## config.mk

```make
export PLATFORM = sky130hd
export DESIGN_NAME = dual_port_mem_arbiter
export DESIGN_NICKNAME = d
export VERILOG_FILES = /design/src/rtl/dual_port_mem_arbiter.sv
export SDC_FILE = /design/constraint.sdc
export NUM_CORES = 1
export LEC_CHECK = 0
export CORE_AREA = 2 2 95 97
export CTS_CLUSTER_SIZE = 40
export DETAILED_ROUTE_END_ITERATION = 8
export DIE_AREA = 0 0 97 99
export HOLD_SLACK_MARGIN = 0.08
export PLACE_DENSITY = 0.76
export SLEW_MARGIN = 20
export SYNTH_ARGS = -nofsm -noshare
export SYNTH_HDL_FRONTEND = slang
export SYNTH_SLANG_ARGS = --single-unit
```

## constraint.sdc

```tcl
create_clock -name clk -period 1.3 [get_ports clk]
set_input_delay 0.13 -clock clk [delete_from_list [all_inputs] [get_ports clk]]
set_output_delay 0.13 -clock clk [all_outputs]
set_load 0.1 [all_outputs]
```

## src/rtl/dual_port_mem_arbiter.sv

```systemverilog
// Round-robin arbiter sharing one dual-port memory (write port + registered read port) between two requesters.
// Optional same-cycle write-to-read forwarding is enabled by defining DPM_ARB_FWD_EN.
module dual_port_mem_arbiter #(
  parameter int DataWidth = 32,
  parameter int AddrWidth = 10
) (
  input  logic                 clk,
  input  logic                 rst_n,
  input  logic                 req_valid_0,
  input  logic                 req_write_0,
  input  logic [AddrWidth-1:0] req_addr_0,
  input  logic [DataWidth-1:0] req_wdata_0,
  input  logic                 req_valid_1,
  input  logic                 req_write_1,
  input  logic [AddrWidth-1:0] req_addr_1,
  input  logic [DataWidth-1:0] req_wdata_1,
  output logic                 req_ready_0,
  output logic                 req_ready_1,
  output logic                 rsp_valid_0,
  output logic                 rsp_valid_1,
  output logic [DataWidth-1:0] rsp_data_0,
  output logic [DataWidth-1:0] rsp_data_1,
  output logic                 mem_w_enable,
  output logic [AddrWidth-1:0] mem_w_addr,
  output logic [DataWidth-1:0] mem_w_data,
  output logic [AddrWidth-1:0] mem_r_addr,
  input  logic [DataWidth-1:0] mem_r_data
);

  logic wptr, rptr;
  logic wv0, wv1, rv0, rv1;
  logic wg0, wg1, rg0, rg1;
  logic tag_valid, tag_id;
  logic [DataWidth-1:0] rd_sel;

  assign wv0 = req_valid_0 & req_write_0;
  assign wv1 = req_valid_1 & req_write_1;
  assign rv0 = req_valid_0 & ~req_write_0;
  assign rv1 = req_valid_1 & ~req_write_1;

  // On a tie the pointer names the winner; a lone requester always wins.
  assign wg0 = wv0 & (~wv1 | ~wptr);
  assign wg1 = wv1 & (~wv0 | wptr);
  assign rg0 = rv0 & (~rv1 | ~rptr);
  assign rg1 = rv1 & (~rv0 | rptr);

  assign req_ready_0 = wg0 | rg0;
  assign req_ready_1 = wg1 | rg1;

  always_comb begin
    mem_w_enable = 1'b0;
    mem_w_addr   = '0;
    mem_w_data   = '0;
    mem_r_addr   = '0;
    if (wg0) begin
      mem_w_enable = 1'b1;
      mem_w_addr   = req_addr_0;
      mem_w_data   = req_wdata_0;
    end else if (wg1) begin
      mem_w_enable = 1'b1;
      mem_w_addr   = req_addr_1;
      mem_w_data   = req_wdata_1;
    end
    if (rg0) begin
      mem_r_addr = req_addr_0;
    end else if (rg1) begin
      mem_r_addr = req_addr_1;
    end
  end

  always_ff @(posedge clk or negedge rst_n) begin
    if (!rst_n) begin
      wptr      <= 1'b0;
      rptr      <= 1'b0;
      tag_valid <= 1'b0;
      tag_id    <= 1'b0;
    end else begin
      if (wg0) begin
        wptr <= 1'b1;
      end else if (wg1) begin
        wptr <= 1'b0;
      end
      if (rg0) begin
        rptr <= 1'b1;
      end else if (rg1) begin
        rptr <= 1'b0;
      end
      tag_valid <= rg0 | rg1;
      tag_id    <= rg1;
    end
  end

`ifdef DPM_ARB_FWD_EN
  logic                 fwd_flag;
  logic [DataWidth-1:0] fwd_data;

  // The memory returns pre-write contents on a same-address collision, so capture the write data instead.
  always_ff @(posedge clk or negedge rst_n) begin
    if (!rst_n) begin
      fwd_flag <= 1'b0;
      fwd_data <= '0;
    end else begin
      fwd_flag <= (rg0 | rg1) & mem_w_enable & (mem_w_addr == mem_r_addr);
      fwd_data <= mem_w_data;
    end
  end

  assign rd_sel = fwd_flag ? fwd_data : mem_r_data;
`else
  assign rd_sel = mem_r_data;
`endif

  assign rsp_valid_0 = tag_valid & ~tag_id;
  assign rsp_valid_1 = tag_valid & tag_id;
  assign rsp_data_0  = rsp_valid_0 ? rd_sel : '0;
  assign rsp_data_1  = rsp_valid_1 ? rd_sel : '0;

endmodule
```

==> metrics.cfg <==
[clocking]
cts.sinks=4
cts.clk_slew.worst_paths_ns=0.04
cts_inserted_buffers=3
root_buffer=clkbuf_8
clk_latency_ns=0.23
cts_tree=done
cts_buffer_depth=2
htreeDepth=1

[route]
drt_wl_total_um=16620
vias=3620
ant_nets=0
dr.pass1.iters=7
viasPerCell=5.612
wl_per_cell_um=25.77
drt_iter0_drc=186
remaining_drc_errors=0

[setup_path]
rr_endpoint=wptr
r2r_cells=3
cp_max_fo=12
cpMostUsedCell=buf_12
critPathTopFamily=buffers and inverters
max_stage_delay_ns=0.37
ff2ff_setup_slack_ns=0.08
cp.required_ns=1.17
start_kind=flip-flop
critPathKind=flip-flop to output pin
worstPathArrival_ns=1.54
r2r_start=wptr
crit_buf_inv=3
critPathCaptureType=output pin
crit_chain=buf_4, and3_4, buf_12, o22ai_4, buf_12
cp.depth=5
cp_slowest_cell=dfrtp_1

[floorplan]
core_um2=8551
die_y_um=99
initial_core_util=0.2154
rows=34
ioPinCount=243
die_w_um=97
die-area_um2=9603

[synth]
yosysSeqAreaShare=0.05435
ys_warn_count=0
synth_top_area_share=0.2283
yosysTopAreaCell=nand3_1
synthArstFlopShare=1.000
synth_area_leaders=nand3_1 23%, o22ai_1 15%, and2_1 11%
synth-edff-count=0
avgSynthCellArea_um2=6.395
syn_nets=410
netlist_area_um2=1842
ys_ff_latch=4
synth_ff_type=dfrtp_1
ys_types=22
syn_inst=288

[final_layout]
synthToLayoutAreaGrowth_pct=283.1
layout-drive-gt1-share=0.5661
final_cell_mix=135 x buf_12, 117 x clkdlybuf4s50_1, 84 x nand3_1
antennaDiodeCount=0
final_common_cell=buf_12
layout.nets=661
final_core_util=0.8251

[sta]
tightestPinTransition_ns=0.2734
relSlewSlack=0.8177
finalSetupViolations=120
drv_slew=0
period_needed_ns=1.668
clock_skew_ns=0.002331
setup_ws_ns=-0.3677
hold_viol_final=0
period_share=1.283
rsz0062_at_grt=yes
fmax_ghz=0.5996

[placement]
numPortBuffers=242
gp_congestion=0.8063
dp_hpwl_um=10200

[power]
power.density_nw_per_um2=687.6
leakage_nw=2.591
peakVddDrop_mv=0.3505
fin_total_pwr_mw=4.851

[grt]
grt_use_total=0.3070
grt_pass1_vias=3804
grt-ovfl-total=0
top_usage_layer=met2
antenna_found_initial=0
grtUsageMet2=0.5791
grt_util_met1=0.3296
grt_use_met3=0.05745
grt_max_degree=41
grt_pass1_wl_um=23200

[run]
drv_cap=0

[run_status]
violations=negative setup slack
status=finished with violations

[hold_path]
min_path_type=input port to asynchronous set/reset pin

==> worst register-to-register path, delay by kind of cell, from the launching register on <==
kind,cells,cell delay (ns)
simple gates,1,0.42
flops,1,0.37
compound gates,1,0.16
buf+inv,1,0.21
==> cell families after synthesis <==
logic type / synth area share
flip-flops: 0.05435
AND/OR/NAND/NOR: 0.5781
buffers and inverters: 0.1365
multiplexers: 0.005435
AO/OA/AOI/OAI: 0.2255
==> cells in the mapped netlist (2+ instances only) <==
master,count
buf_6,5
clkbuf_2,2
o22ai_2,10
dfrtp_1,4
nand3_1,84
nand2_1,4
and3_1,33
and2_1,33
nand3b_1,20
and3b_1,2
buf_2,31
clkbuf_1,6
o22ai_1,44
nand2b_1,2
==> metrics by stage <==
step                TNS [ns]  instance area [µm²]  std cells  hold WS (ns)  setup slack [ns]
floorplan             -10.94                 2770        288       -0.1656           -0.2370
global placement      -2.334                 6470        620        0.3586          -0.08316
detailed placement    -2.975                 6470        620        0.3586           -0.1134
CTS                   -29.93                 7064        643        0.1233           -0.3533
global route          -35.11                 7056        645        0.1553           -0.3914
finish                -31.95                 7056        645        0.1337           -0.3677
==> per-layer routing <==
metal  vias to the layer above  wire length, µm
met5                         -                0
met4                         0              791
met3                        49              997
met2                       226             8959
met1                      1756             5870
li1                       1589                -
==> how the worst max path moves through the flow <==
stage / from / end / slack [ns]
floorplan: wptr / mem_w_addr[0] / -0.24
global placement: wptr / mem_w_addr[0] / -0.08
detailed placement: wptr / mem_w_data[31] / -0.11
CTS: wptr / mem_w_data[18] / -0.35
global route: wptr / mem_w_data[31] / -0.39
finish: wptr / mem_w_data[31] / -0.37
==> state kept, by name (all words and copies together) (netlist names) <==
register	flops
rptr	1
tag_id	1
tag_valid	1
wptr	1
==> power breakdown <==
part / total [mW] / leakage, nW / switching, mW / internal [mW]
registers: 0.153 / 0.0461 / 0.0143 / 0.139
logic: 4.42 / 2.52 / 2.60 / 1.81
clock network: 0.281 / 0.0216 / 0.0817 / 0.199
==> repair_timing <==
item                                    4_1_cts  5_1_grt
cloned                                        9        3
buffers inserted                             11        4
hold buffers                                  0        0
endpoints found under the hold margin         0        0
endpoints found under the setup margin      120      120
resized for setup                            58        7
pin swaps                                    21       11
==> area by class of cell <==
type / count / area, µm²
Timing Repair Buffer: 291 / 4345
Clock buffer: 3 / 41.29
Fill cell: 415 / 1495
Tap cell: 108 / 135.1
Multi-Input combinational cell: 239 / 2431
Sequential cell: 4 / 102.6
Note: power is estimated with default switching activity, not from simulation.
